<file path="config.mk">
export PLATFORM = sky130hd
export DESIGN_NAME = pe_sequencer
export DESIGN_NICKNAME = d
export VERILOG_FILES = /design/src/rtl/pe_sequencer.sv
export SDC_FILE = /design/constraint.sdc
export NUM_CORES = 1
export LEC_CHECK = 0
export CAP_MARGIN = 25
export CORE_MARGIN = 4
export CORE_UTILIZATION = 35
export DETAILED_ROUTE_END_ITERATION = 12
export DONT_BUFFER_PORTS = 1
export PLACE_DENSITY = 0.59
export SETUP_SLACK_MARGIN = 0.1
export SLEW_MARGIN = 25
export SYNTH_ARGS = -nofsm -noshare
export SYNTH_HDL_FRONTEND = slang
export SYNTH_SLANG_ARGS = --single-unit
</file>
<file path="constraint.sdc">
create_clock -name clk -period 2.2 [get_ports clk]
set_input_delay 0.22 -clock clk [delete_from_list [all_inputs] [get_ports clk]]
set_output_delay 0.22 -clock clk [all_outputs]
set_load 0.02 [all_outputs]
</file>
<file path="src/rtl/pe_sequencer.sv">
// pe_sequencer: control sequencer for one 1-D row convolution on a single PE.
// The load stream carries S filter words, then W ifmap words, into the PE
// scratchpads. The sequencer then issues E*S MAC cycles (E = W-S+1), drains
// the PE pipeline for PIPE_DEPTH cycles, and reads out E partial sums.
// Optional build macro: SEQ_CFG_CHECK_EN. When it is defined, an illegal start
// pulses err. When it is undefined, err is tied low and an illegal start is
// silently dropped.
module pe_sequencer #(
  parameter int PIPE_DEPTH = 2
) (
  input  logic       clk,
  input  logic       rst,
  input  logic       start,
  input  logic [3:0] filt_len,
  input  logic [3:0] ifmap_len,
  input  logic       in_valid,
  output logic       in_ready,
  input  logic [7:0] in_data,
  output logic       pe_load_filter,
  output logic [5:0] pe_ld_addr_filter,
  output logic [7:0] pe_filter,
  output logic       pe_load_ifmap,
  output logic [3:0] pe_ld_addr_ifmap,
  output logic [7:0] pe_ifmap,
  output logic       pe_en,
  output logic [5:0] pe_sel_filter_addr,
  output logic [3:0] pe_sel_ifmap_addr,
  output logic [3:0] pe_psum_sel,
  output logic       pe_en_psum_out,
  output logic       busy,
  output logic       done,
  output logic       err
);

  localparam logic [2:0] IDLE     = 3'd0;
  localparam logic [2:0] LD_FILT  = 3'd1;
  localparam logic [2:0] LD_IFMAP = 3'd2;
  localparam logic [2:0] COMPUTE  = 3'd3;
  localparam logic [2:0] DRAIN    = 3'd4;
  localparam logic [2:0] READOUT  = 3'd5;

  localparam int DW = (PIPE_DEPTH > 1) ? $clog2(PIPE_DEPTH) : 1;

  logic [2:0]    state;
  logic [3:0]    s_len;
  logic [3:0]    w_len;
  logic [3:0]    e_len;
  logic [3:0]    k_cnt;
  logic [3:0]    e_cnt;
  logic [3:0]    s_cnt;
  logic [DW-1:0] d_cnt;
  logic          cfg_ok;
  logic          xfer;

  assign cfg_ok = (filt_len != 4'd0) && (ifmap_len >= filt_len);
  assign xfer   = in_valid && in_ready;

  // Main FSM. Each output register holds the value for the coming cycle, so
  // busy and in_ready track the state exactly. A scratchpad write appears
  // one cycle after its transfer. The MAC, drain and readout strobes appear
  // one cycle after the state cycle that issues them. This keeps the last
  // ifmap write and the first MAC in separate cycles. READOUT has one extra
  // state cycle, and that cycle issues done.
  always_ff @(posedge clk or posedge rst) begin
    if (rst) begin
      state              <= IDLE;
      s_len              <= '0;
      w_len              <= '0;
      e_len              <= '0;
      k_cnt              <= '0;
      e_cnt              <= '0;
      s_cnt              <= '0;
      d_cnt              <= '0;
      in_ready           <= 1'b0;
      pe_load_filter     <= 1'b0;
      pe_ld_addr_filter  <= '0;
      pe_filter          <= '0;
      pe_load_ifmap      <= 1'b0;
      pe_ld_addr_ifmap   <= '0;
      pe_ifmap           <= '0;
      pe_en              <= 1'b0;
      pe_sel_filter_addr <= '0;
      pe_sel_ifmap_addr  <= '0;
      pe_psum_sel        <= '0;
      pe_en_psum_out     <= 1'b0;
      busy               <= 1'b0;
      done               <= 1'b0;
    end else begin
      pe_load_filter     <= 1'b0;
      pe_ld_addr_filter  <= '0;
      pe_filter          <= '0;
      pe_load_ifmap      <= 1'b0;
      pe_ld_addr_ifmap   <= '0;
      pe_ifmap           <= '0;
      pe_en              <= 1'b0;
      pe_sel_filter_addr <= '0;
      pe_sel_ifmap_addr  <= '0;
      pe_psum_sel        <= '0;
      pe_en_psum_out     <= 1'b0;
      done               <= 1'b0;
      case (state)
        IDLE: begin
          if (start && cfg_ok) begin
            s_len    <= filt_len;
            w_len    <= ifmap_len;
            e_len    <= ifmap_len - filt_len + 4'd1;
            k_cnt    <= '0;
            in_ready <= 1'b1;
            busy     <= 1'b1;
            state    <= LD_FILT;
          end
        end
        LD_FILT: begin
          if (xfer) begin
            pe_load_filter    <= 1'b1;
            pe_ld_addr_filter <= {2'b00, k_cnt};
            pe_filter         <= in_data;
            if (k_cnt == s_len - 4'd1) begin
              k_cnt <= '0;
              state <= LD_IFMAP;
            end else begin
              k_cnt <= k_cnt + 4'd1;
            end
          end
        end
        LD_IFMAP: begin
          if (xfer) begin
            pe_load_ifmap    <= 1'b1;
            pe_ld_addr_ifmap <= k_cnt;
            pe_ifmap         <= in_data;
            if (k_cnt == w_len - 4'd1) begin
              k_cnt    <= '0;
              e_cnt    <= '0;
              s_cnt    <= '0;
              in_ready <= 1'b0;
              state    <= COMPUTE;
            end else begin
              k_cnt <= k_cnt + 4'd1;
            end
          end
        end
        COMPUTE: begin
          pe_en              <= 1'b1;
          pe_sel_filter_addr <= {2'b00, s_cnt};
          pe_sel_ifmap_addr  <= e_cnt + s_cnt;
          pe_psum_sel        <= e_cnt;
          if (s_cnt == s_len - 4'd1) begin
            s_cnt <= '0;
            if (e_cnt == e_len - 4'd1) begin
              e_cnt <= '0;
              d_cnt <= '0;
              state <= (PIPE_DEPTH == 0) ? READOUT : DRAIN;
            end else begin
              e_cnt <= e_cnt + 4'd1;
            end
          end else begin
            s_cnt <= s_cnt + 4'd1;
          end
        end
        DRAIN: begin
          if (d_cnt == DW'(PIPE_DEPTH - 1)) begin
            state <= READOUT;
          end else begin
            d_cnt <= d_cnt + 1'b1;
          end
        end
        READOUT: begin
          if (e_cnt == e_len) begin
            e_cnt <= '0;
            done  <= 1'b1;
            busy  <= 1'b0;
            state <= IDLE;
          end else begin
            pe_en_psum_out <= 1'b1;
            pe_psum_sel    <= e_cnt;
            e_cnt          <= e_cnt + 4'd1;
          end
        end
        default: begin
          in_ready <= 1'b0;
          busy     <= 1'b0;
          state    <= IDLE;
        end
      endcase
    end
  end

`ifdef SEQ_CFG_CHECK_EN
  logic err_q;

  // Flag a rejected configuration with a one-cycle pulse. The FSM stays in IDLE.
  always_ff @(posedge clk or posedge rst) begin
    if (rst) begin
      err_q <= 1'b0;
    end else begin
      err_q <= (state == IDLE) && start && !cfg_ok;
    end
  end

  assign err = err_q;
`else
  assign err = 1'b0;
`endif

endmodule

</file>
==> results of run 1 <==
## cells in the final DEF, fill, tap and decap left out, types with 7 or more instances in the layout
master and n:
sky130_fd_sc_hd__xnor2_1 11, sky130_fd_sc_hd__o21ai_0 23, sky130_fd_sc_hd__ha_1 13, sky130_fd_sc_hd__clkbuf_8 9
sky130_fd_sc_hd__dlygate4sd3_1 9, sky130_fd_sc_hd__buf_4 26, sky130_fd_sc_hd__xor2_1 7, sky130_fd_sc_hd__and2_1 27
sky130_fd_sc_hd__dfrtp_1 70, sky130_fd_sc_hd__nand3_1 7, sky130_fd_sc_hd__nor2_1 15, sky130_fd_sc_hd__a21oi_1 10
sky130_fd_sc_hd__inv_1 25, sky130_fd_sc_hd__nand2_1 19, sky130_fd_sc_hd__nor3_1 7
## worst max path at each step
| stage | slack (ns) | endpoint |
|---|---|---|
| 2_1_floorplan | 0.12 | state[0] |
| 3_3_place_gp | 0.12 | state[0] |
| 3_5_place_dp | 0.07 | state[0] |
| 4_1_cts | 0.12 | state[0] |
| 5_1_grt | 0.03 | state[0] |
| 6_report | 0.12 | k_cnt[3] |
## synthesized netlist by cell type (2+ instances only)
cell | instances | area share (%)
sky130_fd_sc_hd__nor3_1 | 8 | 1.1
sky130_fd_sc_hd__mux2_2 | 4 | 1.3
sky130_fd_sc_hd__buf_4 | 5 | 1.1
sky130_fd_sc_hd__nand2_2 | 2 | 0.36
sky130_fd_sc_hd__inv_1 | 26 | 2.8
sky130_fd_sc_hd__nor2_1 | 15 | 1.6
sky130_fd_sc_hd__o31ai_1 | 2 | 0.43
sky130_fd_sc_hd__and2_1 | 27 | 4.8
sky130_fd_sc_hd__nand3_1 | 8 | 1.1
sky130_fd_sc_hd__clkbuf_1 | 6 | 0.64
sky130_fd_sc_hd__xor2_1 | 8 | 2.0
sky130_fd_sc_hd__nand2_1 | 19 | 2.0
sky130_fd_sc_hd__nand3b_1 | 2 | 0.43
sky130_fd_sc_hd__o21ai_0 | 23 | 3.3
sky130_fd_sc_hd__dfrtp_1 | 71 | 50
sky130_fd_sc_hd__nand4_1 | 2 | 0.36
sky130_fd_sc_hd__nand2b_1 | 5 | 0.89
sky130_fd_sc_hd__a21o_1 | 2 | 0.43
sky130_fd_sc_hd__xnor2_1 | 14 | 3.5
sky130_fd_sc_hd__buf_2 | 2 | 0.28
sky130_fd_sc_hd__or3_1 | 2 | 0.36
sky130_fd_sc_hd__xnor3_1 | 3 | 1.9
sky130_fd_sc_hd__ha_1 | 16 | 5.7
sky130_fd_sc_hd__mux2_1 | 2 | 0.64
sky130_fd_sc_hd__nor2b_1 | 3 | 0.53
sky130_fd_sc_hd__a21oi_1 | 10 | 1.4
sky130_fd_sc_hd__fa_1 | 3 | 1.7
## flip-flops by register name, indices dropped and copies added, names as in the netlist, 3 cells and up
register,flops
e_cnt,4
e_len,4
k_cnt,4
pe_filter,8
pe_ifmap,8
pe_ld_addr_filter,4
pe_ld_addr_ifmap,4
pe_psum_sel,4
pe_sel_filter_addr,4
pe_sel_ifmap_addr,4
s_cnt,4
s_len,4
state,3
w_len,4
## through the flow
stage | std cells | hold slack, ns
after detailed placement | 462 | 0.226
final | 495 | 0.0217
after CTS | 490 | 0.00642
after global placement | 462 | 0.209
after global routing | 495 | 0.00706
after floorplan | 323 | 0.349
## power groups by stage
stage	Clock [uW]	Sequential (uW)	Combinational, uW
detailed placement	0	2090	2230
floorplan	0	1950	1760
global placement	0	2070	2180
CTS	1190	2040	2330
global route	1250	2110	2950
finish	1150	2060	2680
## repair_timing
action | 4_1_cts | 5_1_grt
hold buffers | 9 | 0
pin swaps | 0 | 5
gates cloned | 0 | 0
endpoints found under the hold margin | 45 | 0
endpoints found under the setup margin | 2 | 5
buffers inserted | 3 | 5
resized for setup | 1 | 14
## worst max-delay path: cells and delay by family (launching register included)
family / cells / cell delay (ns)
AO/OA/AOI/OAI: 1 / 0.25
buffers and inverters: 1 / 0.13
flip-flops: 1 / 0.52
AND/OR/NAND/NOR: 4 / 1.11
## final cells by class
cell class	instances	area, sq um	area share, %
clock buffer	11	131	3.09
inverter	27	101	2.38
sequential	71	1780	41.8
multi-input combinational	211	1680	39.5
clock inverter	5	81.3	1.91
tap	133	166	3.91
timing repair buffer	37	317	7.44
## cell families (layout without fill, tap and decap cells)
family          Yosys count  in the layout  share of synthesized area (%)
compound gates           53             53                           10.3
xor+xnor                 28             28                           9.20
fa+ha+maj                19             19                           7.39
buf+inv                  41             80                           4.97
flops                    71             71                           50.4
mux                       6              6                           1.92
other cells               1              5                          0.106
simple gates            100            100                           15.7
## layer usage
metal | wire length, um | up-vias
li1 | - | 1133
met3 | 429 | 8
met2 | 3710 | 68
met1 | 3520 | 1168
met5 | 0 | -
met4 | 95 | 0
==> reports/summary.md, run 1 <==
The clock latency at the later pin of the worst-skew pair was 0.35 ns. Delay of the slowest critical-path stage: 0.52 ns. Number of antenna violations at the first check in global routing: 0. The flow ran to the end, and the final reports show no timing, DRC or antenna violations.

The weighted congestion reported at the end of routability-driven placement is 0.825. The layout filler cell count is 929, and the post-route cell area is 0.00425 sq mm. Global routing consumed, on the met1 layer, 18.5% of the routing resources. Headroom to the max-slew limit came out at 57.7%.

The tools report the number of ports placed on the die boundary as 68. The first global-routing pass estimated 12400 um of wire. The floorplan step defined a die boundary enclosing 0.0117 sq mm. The analysis attributes to net switching a power of 2310 uW. Relative to the synthesized area, the layout overhead comes to 20.7%. The power per standard cell area came out at 1380 mW/mm^2. After synthesis the cells add up to 0.00352 sq mm. Entering global routing, the biggest net connects 43 pins.

The final layout contains routed wiring with a total length of 7750 um. After detailed routing, the average wire length per cell comes to 15.7 um. Setup repair after global routing could not meet its margin everywhere. The vias per cell came out at 4.80.

The die is 108 um wide. TritonCTS created 9 clock buffers. Critical register-to-register path startpoint: state[1]. The count of final max-slew check failures came out at 0.

The critical path data arrival time is 2.37 ns. The fraction of synthesis flops using an asynchronous set or reset pin was 100%; the placeable core region was 0.00977 sq mm. STA classifies the critical path startpoint as a register.

CTS placed an instance of sky130_fd_sc_hd__clkbuf_8 at the clock tree root. Final critical-path share of the clock period: 94.8%. Counting distinct cell types in the post-synthesis netlist gives 56.

Cells fill 43.5% of the core in the end. The slowest stage cell on the critical path is sky130_fd_sc_hd__dfrtp_1. For the final database, setup skew stands at 0.00699 ns.

The global routing stage identified its most utilized layer as met2. The H-tree was split into 3 levels. The path with the worst hold slack has its endpoint at w_len[2]. The total chip power is 5890 uW. Of the cells placed in the final design, the portion with a size suffix greater than 1 is 20.4%. The number of input and output port buffers inserted was 0. Of the total power, combinational logic draws 45.5%. In this run switching power makes up 39.3% of total power. The run gives 13.7% as the global router's overall resource usage.

Walking the worst path, the cells encountered are or3_1 > a31o_1 > nand2_2 > buf_4 > or4b_1 > nand3_1. For this run, the register share of the synthesized area comes to 50.4%. The clock transition time at the flip-flop clock pins of the worst setup and hold paths works out to 0.08 ns. The clock drives 71 sinks. Worst min-delay path class: input pin to register.

The highest attainable clock frequency was 480 MHz. The worst setup path is of the register to register kind. The run gives 0 as the number of antenna-violating nets in the routed design.

The logs give 0 for the number of antenna cells inserted and 2 for the clock tree buffer depth. Registers are responsible for 34.9% of the overall power. From bottom edge to top edge, the die measures 108 um. At the pin with the least slew margin, the transition time is 0.634 ns.

The logs give 0 for the final routed DRC violation total and 319 for the number of instances in the synthesized netlist. Internal power comes to 3580 uW. TritonCTS built the clock tree.

Setup violations remaining at the end of the flow were counted as 0. The beginning of the critical path was state[1]. The tools report the net total in the final layout as 396. The first-pass iteration count of the detailed router was 4. The cell depth of the worst flop-to-flop path works out to 6.

The via count of the first global-routing pass was 2461; the post-route setup TNS was 0 ns. The tools report the row count as 36. VDD sags by at most 0.000624 V. The number of max-cap violations was 0. The tools report the category of the worst setup path capture point as a register. Global routing used 21.4% of the available met2 tracks. The cell depth of the worst min-delay path is 1. Dividing the synthesized area by the synthesized cell count gives 11.0 sq um. Setup slack on the worst reg-to-reg path comes out at 0.12 ns. The highest net fanout along the worst path is 13, and the leftover overflow at the end of global routing is 0. Met3 layer usage reported by global route: 4.42%.

The final route contains 2377 vias. Timing analysis after detailed placement gives a worst setup slack of 0.0681 ns. The final number of hold-violating endpoints is 0, and the area of placed instances is 0.00379 sq mm. Once the floorplan was initialized, standard cells occupied 36.0% of the core. The worst path in the final design needs a cycle of 2.08 ns, including I/O delays and setup. Among all flip-flop cells after synthesis, the most frequent one is sky130_fd_sc_hd__dfrtp_1. In this run the critical register-to-register path is captured at k_cnt[3]. The HPWL after detailed placement was 5400 um. The startpoint of the lowest-slack hold path is ifmap_len[2]. The number of warning messages in the yosys log is 0, and the DRC violation total after the first TritonRoute iteration is 173. Counting flops and latches in the post-synthesis netlist gives 71. Leakage power: 0.00201 uW. In this run, synthesis inferred 0 flip-flops with an integrated enable.

The share of total power dissipated in the clock network is 19.6%. Once routing completed, OpenROAD measured the worst setup slack at 0.115 ns. The run gives 2.48 ns as the critical path data required time.
Note: power is estimated with default switching activity, not from simulation.
==> run 2: changes to the inputs <==
--- a/config.mk
+++ b/config.mk
@@ -6,6 +6,7 @@
 export NUM_CORES = 1
 export LEC_CHECK = 0
 export CAP_MARGIN = 25
+export CORE_ASPECT_RATIO = 1.1
 export CORE_MARGIN = 4
 export CORE_UTILIZATION = 35
 export DETAILED_ROUTE_END_ITERATION = 12
==> run 2 against run 1 <==
  * Clock skew is essentially flat
  * Utilization shrank 0.30 points
  * Wire length shrank 5.5%
  * Critical path type unchanged
  * Worst hold slack gained 0.0057 ns
  * Sequential share of layout area is essentially flat
  * Largest cell class unchanged
  * First-iteration DRC count shrank 31%
  * Highest routed layer unchanged
==> reports/summary.md, run 2 (same netlist as run 1, synthesis figures left out) <==
The run gives 39 (was 43) as the pin count of the biggest net entering global routing. The run gives 3600 uW (was 3580 uW) as the internal portion of total power. The register share of total power was 35.1% (was 34.9%). Clock transition time at the flip-flop clock pins of the worst setup and hold paths: 0.08 ns (about the same).

The tools report the critical register-to-register path startpoint as s_len[0] (was state[1]). The run gives 0 (unchanged) as the final number of hold-violating endpoints. For the worst-case vdd ir drop, the log shows 0.000433 V (was 0.000624 V). The net total in the final layout was 399 (was 396); the sum of routed wire length over all layers was 7320 um (was 7750 um). Initial standard-cell utilization of the core: 35.8% (was 36.0%). Worst min-delay path class: input pin to register (unchanged). The full die area came out at 0.0117 sq mm (about the same). The logs give 0 (unchanged) for the total of endpoints with negative setup slack in the final report and 68 (unchanged) for the number of ports placed on the die boundary.

The worst flop-to-flop path endpoint is state[0] (was k_cnt[3]). The via count of the first global-routing pass came out at 2391 (was 2461). The category of the worst setup path capture point was a register (unchanged). The most common library cell in the layout ignoring fill and taps is sky130_fd_sc_hd__dfrtp_1 (unchanged).

The run gives 5360 um (was 5400 um) as the HPWL after detailed placement. The tools report the slack of the worst reg-to-reg path as 0.13 ns (was 0.12 ns). Final critical-path share of the clock period: 93.9% (was 94.8%). Setup repair after global routing could not meet its margin everywhere. The slew of the pin with the lowest slew margin is 0.721 ns (was 0.634 ns), and the worst hold margin is 0.0274 ns (was 0.0217 ns). Launching element type of the critical path: a register (unchanged). The DRC violation total after the first TritonRoute iteration came out at 120 (was 173). The die width works out to 104 um (was 108 um). The beginning of the critical path is s_len[0] (was state[1]). The run gives 2260 uW (was 2310 uW) as the net switching power of the design.

For the post-route setup TNS, the log shows 0 ns (unchanged). The average routed wire per standard cell is 15.1 um (was 15.7 um), and the clock tree buffer depth is 2 (unchanged). The run gives 71 (unchanged) as the clock sink count. TritonCTS built the clock tree. The tools report the TritonCTS buffer count as 9 (unchanged). Final routed DRC violation total: 0 (unchanged). The number of antenna violations at the first check in global routing was 0 (unchanged). The cell at the root of the clock tree is sky130_fd_sc_hd__clkbuf_8 (unchanged).

The number of input and output port buffers inserted works out to 0 (unchanged). The placeable core region is 0.00984 sq mm (was 0.00977 sq mm), and the count of final max-slew check failures is 0 (unchanged). The logs give 2.30 ns (was 2.37 ns) for the critical path data arrival time and 0 (unchanged) for the leftover overflow at the end of global routing. Leakage power: 0.00204 uW (was 0.00201 uW). Portion of total power attributed to combinational logic: 45.5% (about the same). Vias per cell: 4.90 (was 4.80).

The run gives 484 MHz (was 480 MHz) as the highest attainable clock frequency. The startpoint of the lowest-slack hold path is ifmap_len[2] (unchanged). The power per standard cell area was 1380 mW/mm^2 (about the same); the highest net fanout along the worst path was 3 (was 13). The tools report the worst setup path endpoint as state[0] (was k_cnt[3]). The clock share of power was 19.4% (was 19.6%); the worst max-slew margin expressed relative to the limit was 51.8% (was 57.7%).

The proportion of layout cells with a drive suffix above 1 is 21.4% (was 20.4%), and the first-pass iteration count of the detailed router is 5 (was 4). The number of antenna-violating nets in the routed design was 0 (unchanged); the minimum period implied by the final worst setup slack was 2.07 ns (was 2.08 ns). The weighted congestion reported at the end of routability-driven placement is 0.843 (was 0.825), and the height of the die is 113 um (was 108 um). Number of antenna cells inserted: 0 (unchanged). The critical path data required time was 2.43 ns (was 2.48 ns).

The tools report the clock latency at the later pin of the worst-skew pair as 0.34 ns (was 0.35 ns). Top library cells by usage in the layout, fill and taps aside: 71 x sky130_fd_sc_hd__dfrtp_1, 29 x sky130_fd_sc_hd__buf_4, 27 x sky130_fd_sc_hd__and2_1, 25 x sky130_fd_sc_hd__inv_1, 22 x sky130_fd_sc_hd__o21ai_0 (was 70 x sky130_fd_sc_hd__dfrtp_1, 27 x sky130_fd_sc_hd__and2_1, 26 x sky130_fd_sc_hd__buf_4, 25 x sky130_fd_sc_hd__inv_1, 23 x sky130_fd_sc_hd__o21ai_0). Global router's overall resource usage: 12.9% (was 13.7%).

The critical setup path kind was register to register (unchanged). The post-route clock skew was 0.00698 ns (was 0.00699 ns); the number of max-cap violations was 0 (unchanged). The number of vias after detailed routing came out at 2375 (was 2377). Switching portion of total power: 38.6% (was 39.3%). The run gives 3 (unchanged) as the depth of the CTS H-tree. The run finished with clean final reports. The cell depth of the worst flop-to-flop path is 8 (was 6), and the global-route wire length before repair is 12000 um (was 12400 um). The area added between synthesis and finish is 20.7% (unchanged). Regs by FF count: pe_filter x8, pe_ifmap x8 (unchanged). For the row count, the log shows 38 (was 36).
[run 2: layer usage]
metal  up-vias  global-route usage, %  share of wire [%]
met5         -                      0                  0
met4         0                   5.67                1.6
met3         9                   3.19                4.8
met2        62                   21.5                 49
met1      1167                   15.9                 45
li1       1137                      -                  -
[run 2: cell type report]
| cell class | instances | area [sq um] |
|---|---|---|
| clock buffer | 9 | 124 |
| clock inverter | 7 | 97.6 |
| fill | 912 | 5590 |
| inverter | 27 | 101 |
| multi-input combinational | 211 | 1660 |
| sequential | 71 | 1780 |
| tap | 120 | 150 |
| timing repair buffer | 40 | 339 |
[run 2: power groups by stage]
stage / Combinational (uW) / Clock [uW] / Sequential, uW
6_report: 2670 / 1140 / 2060
5_1_grt: 2960 / 1230 / 2100
4_1_cts: 2390 / 1170 / 2060
3_5_place_dp: 2210 / 0 / 2090
3_3_place_gp: 2170 / 0 / 2070
2_1_floorplan: 1760 / 0 / 1950
[run 2: what timing repair did]
| item | CTS | global route |
|---|---|---|
| hold buffers | 9 | 0 |
| hold endpoints to repair | 49 | 0 |
| buffers inserted | 4 | 7 |
| resized for setup | 3 | 12 |
| endpoints found under the setup margin | 2 | 5 |
| pin swaps | 2 | 6 |
[run 2: worst min-delay path by stage]
| stage | depth (start not counted) | slack (ns) | to |
|---|---|---|---|
| 2_1_floorplan | 1 | 0.35 | pe_filter[0] |
| 3_3_place_gp | 1 | 0.25 | pe_ifmap[7] |
| 3_5_place_dp | 1 | 0.26 | pe_ifmap[7] |
| 4_1_cts | 1 | 0.006 | w_len[2] |
| 5_1_grt | 1 | 0.02 | w_len[2] |
| 6_report | 1 | 0.03 | w_len[2] |
[run 2: per-stage QoR]
stage                     utilization [%]  setup slack, ns  cell area, sq um  cells  total power, uW
after floorplan                         -            0.125              3540    323             3710
after global placement               38.4            0.122              3780    450             4240
after detailed placement             38.4           0.0623              3780    450             4300
after CTS                            42.2           0.0995              4150    479             5620
after global routing                 43.2           0.0615              4250    485             6300
final                                43.2            0.134              4250    485             5870
[run 2: critical path: stages, from the launching register on]
cell and delay, ns:
sky130_fd_sc_hd__dfrtp_1 0.39, sky130_fd_sc_hd__inv_1 0.07, sky130_fd_sc_hd__ha_2 0.29, sky130_fd_sc_hd__xnor2_1 0.13, sky130_fd_sc_hd__nor2_1 0.10, sky130_fd_sc_hd__a31o_1 0.21, sky130_fd_sc_hd__nand2_2 0.10, sky130_fd_sc_hd__nor4_4 0.33
sky130_fd_sc_hd__mux2_4 0.33
